### src/rtl/ccd_cds_sampler.sv
// ccd_cds_sampler: digital correlated double sampling on the receive side of
// the CCD phase generator. For each pixel it captures a reset level after
// phi_r falls and a signal level after phi_l2 rises. It pushes
// pixel = reset - signal (floored at 0) with its column index and a
// start-of-line tag into a 2-entry output FIFO.
// Optional feature: define CCD_TIMEOUT_EN to build the wait-state watchdog.
// Without it, timeout_err is constant 0.
//
// Stream handshake: pix_valid is high while the FIFO holds a pixel. A beat
// transfers on every clk edge where pix_valid && pix_ready. pix_data,
// pix_col and pix_sol stay unchanged while pix_valid && !pix_ready.
module ccd_cds_sampler #(
    parameter int ADC_W   = 12,
    parameter int COL_W   = 10,
    parameter int SETTLE  = 2,
    parameter int TIMEOUT = 64
) (
    input  logic             clk,
    input  logic             rst_n,
    input  logic             phi_p,
    input  logic             phi_r,
    input  logic             phi_l2,
    input  logic [ADC_W-1:0] adc_data,
    input  logic             clr_flags,
    output logic [ADC_W-1:0] pix_data,
    output logic [COL_W-1:0] pix_col,
    output logic             pix_sol,
    output logic             pix_valid,
    input  logic             pix_ready,
    output logic             ovf,
    output logic             timeout_err,
    output logic [2:0]       fsm_state
);

    typedef enum logic [2:0] {
        S_IDLE     = 3'd0,
        S_WAIT_RST = 3'd1,
        S_SET_R    = 3'd2,
        S_WAIT_SIG = 3'd3,
        S_SET_S    = 3'd4,
        S_EMIT     = 3'd5
    } state_t;

    localparam int          ENTRY_W  = ADC_W + COL_W + 1;
    localparam logic [3:0]  SETTLE_V = 4'(SETTLE);

    state_t             state;
    logic [3:0]         settle_cnt;
    logic [ADC_W-1:0]   rst_lvl;
    logic [ADC_W-1:0]   sig_lvl;
    logic [COL_W-1:0]   col;
    logic               sol_pending;

    // {phi_p, phi_r, phi_l2}: first register stage and its one-cycle history
    logic [2:0]         phi_q;
    logic [2:0]         phi_d;
    logic               p_rise;
    logic               r_fall;
    logic               l2_rise;
    logic               wd_fire;

    logic [ENTRY_W-1:0] fifo_mem [2];
    logic               wr_ptr;
    logic               rd_ptr;
    logic [1:0]         fifo_cnt;
    logic               fifo_full;
    logic               push;
    logic               pop;
    logic               push_ok;
    logic [ADC_W-1:0]   pix_calc;
    logic [ENTRY_W-1:0] head;

    // Register the phases once, then keep the previous sample for edge detection
    always_ff @(posedge clk or negedge rst_n) begin
        if (!rst_n) begin
            phi_q <= '0;
            phi_d <= '0;
        end else begin
            phi_q <= {phi_p, phi_r, phi_l2};
            phi_d <= phi_q;
        end
    end

    assign p_rise  =  phi_q[2] & ~phi_d[2];
    assign r_fall  = ~phi_q[1] &  phi_d[1];
    assign l2_rise =  phi_q[0] & ~phi_d[0];

`ifdef CCD_TIMEOUT_EN
    localparam int WD_W = $clog2(TIMEOUT + 1);
    logic [WD_W-1:0] wd_cnt;
    logic            wait_hold;

    // Cycles spent in a wait state with no edge that would leave or re-enter it
    assign wait_hold = ((state == S_WAIT_RST) & ~p_rise & ~r_fall) |
                       ((state == S_WAIT_SIG) & ~p_rise & ~r_fall & ~l2_rise);
    assign wd_fire   = wait_hold & (wd_cnt == WD_W'(TIMEOUT - 1));

    // Watchdog counts while waiting and restarts on every state entry
    always_ff @(posedge clk or negedge rst_n) begin
        if (!rst_n)
            wd_cnt <= '0;
        else if (wait_hold && !wd_fire)
            wd_cnt <= wd_cnt + 1'b1;
        else
            wd_cnt <= '0;
    end

    // Sticky watchdog flag; a new timeout beats a same-cycle clear
    always_ff @(posedge clk or negedge rst_n) begin
        if (!rst_n)
            timeout_err <= 1'b0;
        else if (wd_fire)
            timeout_err <= 1'b1;
        else if (clr_flags)
            timeout_err <= 1'b0;
    end
`else
    assign wd_fire     = 1'b0;
    // Constant 0: TIMEOUT only takes effect when the watchdog is built
    assign timeout_err = (TIMEOUT < 0);
`endif

    // Pixel sequencing: reset level, signal level, emit; phi_p rise restarts the line
    always_ff @(posedge clk or negedge rst_n) begin
        if (!rst_n) begin
            state       <= S_IDLE;
            settle_cnt  <= '0;
            rst_lvl     <= '0;
            sig_lvl     <= '0;
            col         <= '0;
            sol_pending <= 1'b0;
        end else if (p_rise) begin
            state       <= S_WAIT_RST;
            col         <= '0;
            sol_pending <= 1'b1;
        end else begin
            case (state)
                S_IDLE: ;
                S_WAIT_RST: begin
                    if (r_fall) begin
                        state      <= S_SET_R;
                        settle_cnt <= SETTLE_V;
                    end else if (wd_fire) begin
                        state <= S_IDLE;
                    end
                end
                S_SET_R: begin
                    if (settle_cnt == 4'd0) begin
                        rst_lvl <= adc_data;
                        state   <= S_WAIT_SIG;
                    end else begin
                        settle_cnt <= settle_cnt - 4'd1;
                    end
                end
                S_WAIT_SIG: begin
                    if (r_fall) begin
                        state      <= S_SET_R;
                        settle_cnt <= SETTLE_V;
                    end else if (l2_rise) begin
                        state      <= S_SET_S;
                        settle_cnt <= SETTLE_V;
                    end else if (wd_fire) begin
                        state <= S_IDLE;
                    end
                end
                S_SET_S: begin
                    if (settle_cnt == 4'd0) begin
                        sig_lvl <= adc_data;
                        state   <= S_EMIT;
                    end else begin
                        settle_cnt <= settle_cnt - 4'd1;
                    end
                end
                S_EMIT: begin
                    col         <= col + 1'b1;
                    sol_pending <= 1'b0;
                    state       <= S_WAIT_RST;
                end
                default: state <= S_IDLE;
            endcase
        end
    end

    assign fsm_state = state;
    assign pix_calc  = (sig_lvl > rst_lvl) ? '0 : (rst_lvl - sig_lvl);

    // A same-cycle phi_p rise aborts the pixel in EMIT as well
    assign push      = (state == S_EMIT) & ~p_rise;
    assign fifo_full = (fifo_cnt == 2'd2);
    assign pop       = pix_valid & pix_ready;
    assign push_ok   = push & (~fifo_full | pop);

    // Two-entry output FIFO; when full, a push is accepted only alongside a pop
    always_ff @(posedge clk or negedge rst_n) begin
        if (!rst_n) begin
            fifo_mem[0] <= '0;
            fifo_mem[1] <= '0;
            wr_ptr      <= 1'b0;
            rd_ptr      <= 1'b0;
            fifo_cnt    <= 2'd0;
        end else begin
            if (push_ok) begin
                fifo_mem[wr_ptr] <= {pix_calc, col, sol_pending};
                wr_ptr           <= ~wr_ptr;
            end
            if (pop)
                rd_ptr <= ~rd_ptr;
            case ({push_ok, pop})
                2'b10:   fifo_cnt <= fifo_cnt + 2'd1;
                2'b01:   fifo_cnt <= fifo_cnt - 2'd1;
                default: fifo_cnt <= fifo_cnt;
            endcase
        end
    end

    // Sticky overflow flag; a dropped pixel beats a same-cycle clear
    always_ff @(posedge clk or negedge rst_n) begin
        if (!rst_n)
            ovf <= 1'b0;
        else if (push && fifo_full && !pop)
            ovf <= 1'b1;
        else if (clr_flags)
            ovf <= 1'b0;
    end

    assign head      = fifo_mem[rd_ptr];
    assign pix_data  = head[ENTRY_W-1 -: ADC_W];
    assign pix_col   = head[COL_W:1];
    assign pix_sol   = head[0];
    assign pix_valid = (fifo_cnt != 2'd0);

endmodule

### config.mk
export PLATFORM = sky130hd
export DESIGN_NAME = ccd_cds_sampler
export DESIGN_NICKNAME = d
export VERILOG_FILES = /design/src/rtl/ccd_cds_sampler.sv
export SDC_FILE = /design/constraint.sdc
export NUM_CORES = 1
export LEC_CHECK = 0
export ABC_AREA = 1
export CORE_MARGIN = 1.5
export CORE_UTILIZATION = 56
export CTS_CLUSTER_SIZE = 40
export DETAILED_ROUTE_END_ITERATION = 12
export MAX_ROUTING_LAYER = met4
export PLACE_DENSITY = 0.78
export SETUP_SLACK_MARGIN = 0.4
export SYNTH_ARGS = -nofsm -noshare
export SYNTH_HDL_FRONTEND = slang
export SYNTH_SLANG_ARGS = --single-unit
### constraint.sdc
create_clock -name clk -period 3.3 [get_ports clk]
set_input_delay 0.495 -clock clk [delete_from_list [all_inputs] [get_ports clk]]
set_output_delay 0.495 -clock clk [all_outputs]
set_load 0.01 [all_outputs]
==> flow_metrics.tcl <==
set metrics [dict create \
    status "finished clean" \
    vias 4178 \
    clock_latency_ns 0.37 \
    grt_overflow_total 0 \
    setup_viol 0 \
    pwr_density_cell_mw_per_mm2 838.1 \
    fillers 732 \
    postSynthCellCount 642 \
    cts_hold_buf 0 \
    hold_viol_final 0 \
    period_needed_ns 2.609 \
    rsz0062_at_grt "false" \
    antenna_cells 0 \
    die-width_um 98.12 \
    synth.avg_cell_area_um2 7.891 \
    yosys_warnings 0 \
    dieArea_mm2 0.009627 \
    std_cell_rows 34 \
    numPortBuffers 46 \
    synthToLayoutAreaGrowth_pct 14.15 \
    cts_tree "built" \
    synthTopCellsByArea "dfrtp_1 (49%), nand2_1 (17%), inv_1 (6.7%), o21ai_0 (6.0%), ha_1 (3.7%)" \
    wl_per_cell_um 12.92 \
    cp.arrival_ns 2.11 \
    cts_resized 0 \
    relSlewSlack 0.4578 \
    crit_path_start_kind "flop" \
    io_pins 48 \
    ys.flop_type "dfrtp_1" \
    cts_buffers 9 \
    yosysTopAreaCellShare 0.4890 \
    rr_worst_depth 12 \
    synth_cell_types 35 \
    dpl_cell_area_mm2 0.005568 \
    cp_max_fo 22 \
    cp-end-kind "output pin" \
    irDropWorstVdd_uv 354.7 \
    drv_slew 0 \
    design_area_mm2 0.005783 \
    nets 719 \
    synth_nets 677 \
    initial_core_util 0.5781 \
    worst_pin_slew_ns 0.8133 \
    r2r-start "rst_lvl[0]" \
    max_cap_violations 0 \
    leakage_nw 3.069 \
    yosysSeqAreaShare 0.4890 \
    grt_pass1_vias 3921 \
    post_cts_buffers 0 \
    clockRootBuffer "clkbuf_8" \
    max_freq_mhz 383.3 \
    tns_ns 0 \
    synth_area_mm2 0.005066 \
    setup.worst_path.end "pix_col[6]" \
    core_mm2 0.008763 \
    h-tree-depth 3 \
    grt_antenna_before_repair 0 \
    skew_ns 0.01174 \
    grt_usage 0.2326 \
    drive_gt1_frac 0.05806 \
    place_congestion 0.9779 \
    drt_pass1_iterations 5 \
    clk_pin_slew_worst_paths_ns 0.10 \
    synthArstFlopShare 1.000 \
    hold_class "in -> async" \
    yosysTopAreaCell "dfrtp_1" \
    clkSinkCount 99 \
    ant_nets 0 \
    drc 0 \
    period_share 0.7905 \
    critical_path_class "reg -> out" \
    r2r_slack_ns 1.07 \
    drt_wl_total_um 10300 \
    first_iter_violations 217 \
    startpoint "rd_ptr" \
    hpwlAfterDp_um 7201 \
    ys_ff_latch 99 \
    clk_path_buf_depth 2 \
    post_drt_via_cell_ratio 5.242 \
    reg2reg_to "fifo_mem[14]" \
    worstPathRequired_ns 2.80 \
    synth_edf_count 0 \
    grt_pass1_wl_um 17820 \
    grt_max_degree 65 \
    dieHeight_um 98.12 \
]
state kept, by name (all words and copies together) (netlist names), 2 cells and up:
register and count:
phi_q 3, sig_lvl 12, phi_d 3, col 10
fifo_cnt 2, settle_cnt 4, rst_lvl 12, fsm_state 3
fifo_mem 46
synthesized netlist by cell type (7+ instances only):
master	count
dfrtp_1	99
o21ai_0	61
nand3_1	31
inv_1	91
a21oi_1	13
nand2_1	228
clkbuf_1	7
o21ai_2	7
nand4_1	10
xor2_1	8
ha_1	15
nor2_1	22
o21ai_1	7
worst min-delay path by stage:
stage | endpoint | depth (start not counted) | from | slack, ns
after floorplan | col[0] | 0 | rst_n | 0.20
after global placement | phi_d[2] | 0 | phi_q[2] | 0.36
after detailed placement | phi_d[0] | 0 | phi_q[0] | 0.36
after CTS | fifo_mem[37] | 1 | rst_n | 0.25
after global routing | fifo_mem[13] | 1 | rst_n | 0.28
final | fifo_mem[14] | 1 | rst_n | 0.19
worst max-delay path, cell delays in order, from the launching register on:
cell and delay, ns:
dfrtp_1 0.65, buf_4 0.32, nand2_1 0.07, o21ai_0 0.11
clkdlybuf4s50_1 0.59
cells in the final DEF (no fill, tap or decap), types with 3 or more instances in the layout:
cell,instances
nand2_2,3
nor2_4,3
o21ai_0,61
nand3_1,31
inv_1,91
xnor2_1,3
buf_4,5
nand4_1,10
nor2_1,22
nand2_1,228
o21ai_1,7
clkbuf_8,9
clkdlybuf4s50_1,45
o21ai_2,7
a21oi_1,13
ha_1,15
nor2_2,3
xor2_1,8
nor3_1,3
dfrtp_1,99
routing by layer:
| layer | vias up | share of wire | track usage |
|---|---|---|---|
| li1 | 2093 | - | - |
| met1 | 1946 | 0.48 | 0.3190 |
| met2 | 119 | 0.46 | 0.3565 |
| met3 | 20 | 0.051 | 0.04223 |
| met4 | 0 | 0.015 | 0.06813 |
| met5 | - | 0 | - |
through the flow:
step,worst slack [ns],hold WS (ns),power [mW],util,std cells
final,0.6913,0.1929,4.847,0.6599,797
after global routing,0.5459,0.2773,5.249,0.6599,797
after CTS,0.6973,0.2468,4.849,0.6599,797
after detailed placement,0.9971,0.3642,3.992,0.6354,781
after global placement,1.050,0.3597,3.918,0.6354,781
after floorplan,1.384,0.1994,3.297,-,642
cell families after synthesis:
| kind of cell | synth area share |
|---|---|
| simple gates | 0.2534 |
| buf+inv | 0.09360 |
| flops | 0.4890 |
| compound gates | 0.1032 |
| fa+ha+maj | 0.04100 |
| xor+xnor | 0.01902 |
| other cells | 0.0007402 |
layout make-up:
class	count	area, µm²	share of cell area
clock buffers	10	127.6	0.02207
repair buffers	50	488.0	0.08438
well taps	108	135.1	0.02337
multi-input cells	430	2115	0.3656
clock inverters	6	87.58	0.01514
flip-flops and latches	99	2477	0.4284
inverters	94	352.8	0.06101
power by group:
| group | internal [mW] | switching, mW | total [mW] |
|---|---|---|---|
| clock | 0.429 | 0.427 | 0.856 |
| combinational | 0.863 | 1.32 | 2.18 |
| sequential | 1.56 | 0.253 | 1.81 |
| total | 2.85 | 2.00 | 4.85 |
(Power assumes the default switching activity.)
